--- src/rtl/bp_me_lce_req_watchdog.sv ---
// bp_me_lce_req_watchdog
//
// Liveness monitor for one LCE's LCE-CCE interface. Every request accepted by
// the network pushes the current free-running timestamp into an in-order FIFO.
// Every completion-type command consumed by the LCE pops the head. The age of
// the head is compared against timeout_cycles_p. Timeout, overflow and
// underflow are sticky and registered. Once any fault is flagged the monitor
// sits in ERROR until clear_i.
//
// Optional feature: define BP_ME_LCE_REQ_WATCHDOG_ASSERT_EN to get a
// simulation-only $error on each rising edge of a fault flag. The hardware is
// the same with or without it.
//
// Ports:
//   clk_i                 clock
//   reset_i               asynchronous active-high reset
//   lce_req_v_i           request valid
//   lce_req_ready_then_i  request ready (handshake = v & ready)
//   lce_cmd_v_i           command-to-LCE valid
//   lce_cmd_yumi_i        command consumed (handshake = v & yumi)
//   lce_cmd_msg_type_i    msg_type of the command on the bus
//   clear_i               synchronous clear of flags, count and FIFO
//   outstanding_o         outstanding request count
//   oldest_age_o          age of the FIFO head, 0 when empty
//   timeout_o             sticky timeout flag
//   overflow_o            sticky overflow flag
//   underflow_o           sticky underflow flag
//   error_o               high while in ERROR
module bp_me_lce_req_watchdog #(
    parameter int max_outstanding_p    = 2,
    parameter int timeout_cycles_p     = 4096,
    parameter int cmd_msg_type_width_p = 4,
    parameter logic [(1 << cmd_msg_type_width_p)-1:0] cmd_done_mask_p = '0,
    localparam int ts_width_lp  = $clog2(timeout_cycles_p + 1) + 1,
    localparam int cnt_width_lp = $clog2(max_outstanding_p + 1)
) (
    input  logic                            clk_i,
    input  logic                            reset_i,
    input  logic                            lce_req_v_i,
    input  logic                            lce_req_ready_then_i,
    input  logic                            lce_cmd_v_i,
    input  logic                            lce_cmd_yumi_i,
    input  logic [cmd_msg_type_width_p-1:0] lce_cmd_msg_type_i,
    input  logic                            clear_i,
    output logic [cnt_width_lp-1:0]         outstanding_o,
    output logic [ts_width_lp-1:0]          oldest_age_o,
    output logic                            timeout_o,
    output logic                            overflow_o,
    output logic                            underflow_o,
    output logic                            error_o
);

    localparam int ptr_width_lp = (max_outstanding_p > 1) ? $clog2(max_outstanding_p) : 1;
    localparam logic [cnt_width_lp-1:0] max_cnt_lp  = cnt_width_lp'(max_outstanding_p);
    localparam logic [ptr_width_lp-1:0] last_ptr_lp = ptr_width_lp'(max_outstanding_p - 1);
    localparam logic [ts_width_lp-1:0]  timeout_lp  = ts_width_lp'(timeout_cycles_p);

    typedef enum logic [1:0] {
        S_IDLE  = 2'd0,
        S_BUSY  = 2'd1,
        S_ERROR = 2'd2
    } state_e;

    state_e                  state_q, state_d;
    logic [ts_width_lp-1:0]  now_q;
    logic [ts_width_lp-1:0]  mem_q [max_outstanding_p];
    logic [ptr_width_lp-1:0] rptr_q, rptr_d, wptr_q, wptr_d;
    logic [cnt_width_lp-1:0] count_q, count_d;
    logic [ts_width_lp-1:0]  age_q, age_d;
    logic                    timeout_q, timeout_d;
    logic                    overflow_q, overflow_d;
    logic                    underflow_q, underflow_d;
    logic                    error_q, error_d;

    logic                    req_fire, done_fire, is_empty, is_full, push, pop;
    logic [ts_width_lp-1:0]  age_now, head_d;

    function automatic logic [ptr_width_lp-1:0] ptr_inc(input logic [ptr_width_lp-1:0] p);
        return (p == last_ptr_lp) ? '0 : p + 1'b1;
    endfunction

    always_comb begin
        req_fire  = lce_req_v_i & lce_req_ready_then_i;
        done_fire = lce_cmd_v_i & lce_cmd_yumi_i & cmd_done_mask_p[lce_cmd_msg_type_i];
        is_empty  = (count_q == '0);
        is_full   = (count_q == max_cnt_lp);
        age_now   = now_q - mem_q[rptr_q];

        // A full FIFO still accepts a push when the head retires on the same edge.
        pop  = done_fire & ~is_empty;
        push = req_fire & (~is_full | done_fire);

        count_d = count_q + cnt_width_lp'(push) - cnt_width_lp'(pop);
        rptr_d  = pop  ? ptr_inc(rptr_q) : rptr_q;
        wptr_d  = push ? ptr_inc(wptr_q) : wptr_q;

        // The new head is the entry being written this edge when the read
        // pointer lands on the write slot (empty push, or push+pop at depth 1).
        head_d = (push && (rptr_d == wptr_q)) ? now_q : mem_q[rptr_d];
        age_d  = (count_d != '0) ? (now_q - head_d) : '0;

        timeout_d   = timeout_q | (~is_empty & (age_now >= timeout_lp) & (state_q != S_ERROR));
        overflow_d  = overflow_q | (req_fire & ~done_fire & is_full);
        underflow_d = underflow_q | (done_fire & is_empty);

        if (timeout_d | overflow_d | underflow_d) begin
            state_d = S_ERROR;
        end else if (count_d != '0) begin
            state_d = S_BUSY;
        end else begin
            state_d = S_IDLE;
        end

        // Clear wins over every same-cycle handshake.
        if (clear_i) begin
            count_d     = '0;
            rptr_d      = '0;
            wptr_d      = '0;
            age_d       = '0;
            timeout_d   = 1'b0;
            overflow_d  = 1'b0;
            underflow_d = 1'b0;
            state_d     = S_IDLE;
        end

        error_d = (state_d == S_ERROR);
    end

    always_ff @(posedge clk_i or posedge reset_i) begin
        if (reset_i) begin
            state_q     <= S_IDLE;
            now_q       <= '0;
            rptr_q      <= '0;
            wptr_q      <= '0;
            count_q     <= '0;
            age_q       <= '0;
            timeout_q   <= 1'b0;
            overflow_q  <= 1'b0;
            underflow_q <= 1'b0;
            error_q     <= 1'b0;
        end else begin
            state_q     <= state_d;
            now_q       <= now_q + 1'b1;
            rptr_q      <= rptr_d;
            wptr_q      <= wptr_d;
            count_q     <= count_d;
            age_q       <= age_d;
            timeout_q   <= timeout_d;
            overflow_q  <= overflow_d;
            underflow_q <= underflow_d;
            error_q     <= error_d;
        end
    end

    // Timestamp storage carries no reset; pointers and count define validity.
    always_ff @(posedge clk_i) begin
        if (push && !clear_i) begin
            mem_q[wptr_q] <= now_q;
        end
    end

    assign outstanding_o = count_q;
    assign oldest_age_o  = age_q;
    assign timeout_o     = timeout_q;
    assign overflow_o    = overflow_q;
    assign underflow_o   = underflow_q;
    assign error_o       = error_q;

`ifdef BP_ME_LCE_REQ_WATCHDOG_ASSERT_EN
`ifndef SYNTHESIS
    always @(posedge clk_i) begin
        if (!reset_i) begin
            if (timeout_d && !timeout_q)
                $error("lce_req_watchdog: timeout, outstanding=%0d oldest_age=%0d", count_q, age_now);
            if (overflow_d && !overflow_q)
                $error("lce_req_watchdog: overflow, outstanding=%0d oldest_age=%0d", count_q, age_now);
            if (underflow_d && !underflow_q)
                $error("lce_req_watchdog: underflow, outstanding=%0d oldest_age=%0d", count_q, age_now);
        end
    end
`endif
`endif

endmodule

--- config.mk ---
export PLATFORM = sky130hd
export DESIGN_NAME = bp_me_lce_req_watchdog
export DESIGN_NICKNAME = d
export VERILOG_FILES = /design/src/rtl/bp_me_lce_req_watchdog.sv
export SDC_FILE = /design/constraint.sdc
export NUM_CORES = 1
export LEC_CHECK = 0
export ABC_CLOCK_PERIOD_IN_PS = 2900
export BUFFER_PORTS_ARGS = -buffer_cell sky130_fd_sc_hd__buf_2
export CORE_AREA = 2 2 78 80
export CTS_CLUSTER_DIAMETER = 60
export DETAILED_ROUTE_END_ITERATION = 8
export DIE_AREA = 0 0 80 82
export HOLD_SLACK_MARGIN = 0.05
export PLACE_DENSITY_LB_ADDON = 0.12
export SYNTH_ARGS = -nofsm -noshare
export SYNTH_HDL_FRONTEND = slang
export SYNTH_SLANG_ARGS = --single-unit
--- constraint.sdc ---
create_clock -name clk_i -period 2.9 [get_ports clk_i]
set_input_delay 0.29 -clock clk_i [delete_from_list [all_inputs] [get_ports clk_i]]
set_output_delay 0.29 -clock clk_i [all_outputs]
set_load 0.005 [all_outputs]
==> out/metrics.yaml <==
critPathTopFamily: "compound AO/OA/AOI/OAI gates"
vdd_ir_drop_max_mv: 0.240
path_class: "reg2reg"
placed_cell_area_um2: 3220
die_y_um: 82
worstPathRequired_ns: 3.15
end_kind: "flop"
finalMaxSlewViolations: 0
via_per_inst: 5.18
area_growth_pct: 16.7
worstSkewPairLatency_ns: 0.31
drive_gt1_frac: 0.219
path_buf_inv: 1
grt_pass1_wl_mm: 8.78
ys_seq_elements: 50
worstSetupPathDepth: 13
numPortBuffers: 23
layout.nets: 359
grt_max_degree: 21
final_antenna_net_count: 0
grt_usage: 0.174
clk_pin_slew_ns: 0.09
start_util: 0.514
synthCells: 277
p_per_area_nw_per_um2: 429
tightest_slew_ns: 0.686
gr-total-overflow: 0
clockBufferDepth: 2
r2r_cells: 13
num_rows: 28
multi_input_area_um2: 1590
place_inst: 381
r2r_start: "outstanding_o[1]"
place_congestion: 0.741
die_x_um: 80
routedWlPerCell_um: 13.1
grt_pass1_vias: 1922
antenna_found_initial: 0
synth-warning-count: 0
final_area_um2: 3440
hold_violations: 0
final_cell_mix: "36 x dfrtp_1, 27 x ha_1, 25 x nor2_1"
status: "complete, no violations"
reg2reg_to: "oldest_age_o[12]"
nFillCells: 497
die-area_um2: 6560
fmaxAchievable_mhz: 352
crit_start: "outstanding_o[1]"
synthesis.area_um2: 2950
power_mw: 1.48
cts.htree.levels: 2
hpwl_mm: 4.08
relSlewSlack: 0.542
clock-sinks: 50
io_pins: 31
worstPathCellList: "nor2b_4 -> or2_4 -> nor2_4 -> mux2_4 -> ha_4 -> inv_2 -> fa_2 -> a21o_1 -> a21oi_2 -> o21ai_2 -> a31o_1 -> a211o_1 -> nand3_1"
p_leak_nw: 1.66
dr_total_vias: 2047
finClkSkew_ns: 0.00495
cts_tree: "done"
seq_area_um2: 1320
layout_commonest_cell: "dfrtp_1"
fin_util: 0.599
firstDrtPassIters: 4
setup-violations-final: 0
core_um2: 5750
synth.avg_cell_area_um2: 10.7
async_flop_share: 0.720
critPathLaunchType: "flop"
ys_types: 53
path_max_fanout: 4
crit_slowest_cell: "dfrtp_1"
postSynthNetCount: 317
setup-tns-final_ns: 0
cts_hold_buf: 0
ys.flop_type: "dfrtp_1"
crit_path_end: "oldest_age_o[12]"
slowest_delay_ns: 0.39
synth_edf_count: 14
drcViolationCount: 0
cts_made_buffers: 5
r2r_slack_ns: 0.06
drtIter0Drc: 51
max-cap-violations: 0
hold_path_class: "in2async"
rsz0062_at_grt: "yes"
cp.arrival_ns: 3.08
fin_cells: 395
post-route-period-util: 0.979
cts_root_buffer: "clkbuf_8"
routed_wl_mm: 5.19
num_antenna_cells: 0
min_period_ns: 2.84
yosysSeqAreaShare: 0.448
[sequential cells by signal (all words and copies together) (netlist names)]
register and cells:
mem_q 14, oldest_age_o 14, state_q 2, timeout_o 1, now_q 14, overflow_o 1
error_o 1, wptr_q 1, outstanding_o 2
[layout make-up]
type | instances | share of cell area
multi-input cells | 202 | 0.463
flip-flops and latches | 50 | 0.384
repair buffers | 39 | 0.0694
well taps | 75 | 0.0273
clock buffers | 5 | 0.0200
clock inverters | 3 | 0.0138
inverters | 21 | 0.0229
[per-layer routing]
layer,global-route usage,routed length (um),vias to the layer above
met5,0,0,-
met2,0.271,2290,27
met1,0.243,2650,942
met4,0.0559,94,0
li1,-,-,1070
met3,0.0363,147,8
[synthesized netlist by cell type, types with 5 or more instances]
library cell	n	share of area
dfrtp_1	36	0.31
ha_1	28	0.12
nor2_1	25	0.032
inv_1	21	0.027
xnor2_1	16	0.047
edfxtp_1	14	0.14
mux2i_1	13	0.044
nand3_1	13	0.022
nand2_1	12	0.015
a21oi_1	8	0.014
xor2_1	8	0.024
nor3_1	6	0.010
nor2b_1	5	0.011
o21ai_0	5	0.0085
[where the power goes]
part / switching, mW / total, mW / leakage, nW / internal, mW
registers: 0.0126 / 0.765 / 0.603 / 0.752
clock network: 0.240 / 0.504 / 0.0591 / 0.263
logic: 0.114 / 0.210 / 0.999 / 0.0958
total: 0.367 / 1.48 / 1.66 / 1.11
[metrics by stage]
stage	setup WS, ns	hold slack (ns)
floorplan	0.00857	0.457
global placement	0.0788	0.408
detailed placement	0.0353	0.420
CTS	0.0132	0.0800
global route	-0.0783	0.125
finish	0.0608	0.0672
[worst min path at each step]
stage,slack [ns],startpoint,end,cells past startpoint
floorplan,0.46,reset_i,error_o,1
global placement,0.41,reset_i,oldest_age_o[2],2
detailed placement,0.42,reset_i,oldest_age_o[2],2
CTS,0.08,reset_i,oldest_age_o[2],2
global route,0.13,reset_i,oldest_age_o[2],2
finish,0.07,reset_i,oldest_age_o[0],2
[what timing repair did]
item	CTS	global route
resized for setup	0	15
setup endpoints to repair	0	6
setup buffers	0	6
endpoints found under the hold margin	0	0
[worst reg2reg max path, delay by kind of cell, from the launching register on]
kind            cells  cell delay, ns
flops               1            0.39
buf+inv             1            0.04
mux                 1            0.20
fa+ha+maj           2            0.48
compound gates      5            1.04
simple gates        4            0.63
[cell families (layout without fill, tap and decap cells)]
group | Yosys count | in the layout | share of synthesized area
other | 1 | 1 | 0.00127
flip-flops | 50 | 50 | 0.448
adder cells (fa/ha/maj) | 29 | 29 | 0.126
AND/OR/NAND/NOR | 88 | 88 | 0.157
XOR/XNOR | 24 | 24 | 0.0712
buffers and inverters | 25 | 68 | 0.0339
AO/OA/AOI/OAI | 46 | 46 | 0.115
multiplexers | 14 | 14 | 0.0479
Power figures use the tool's default switching activity.
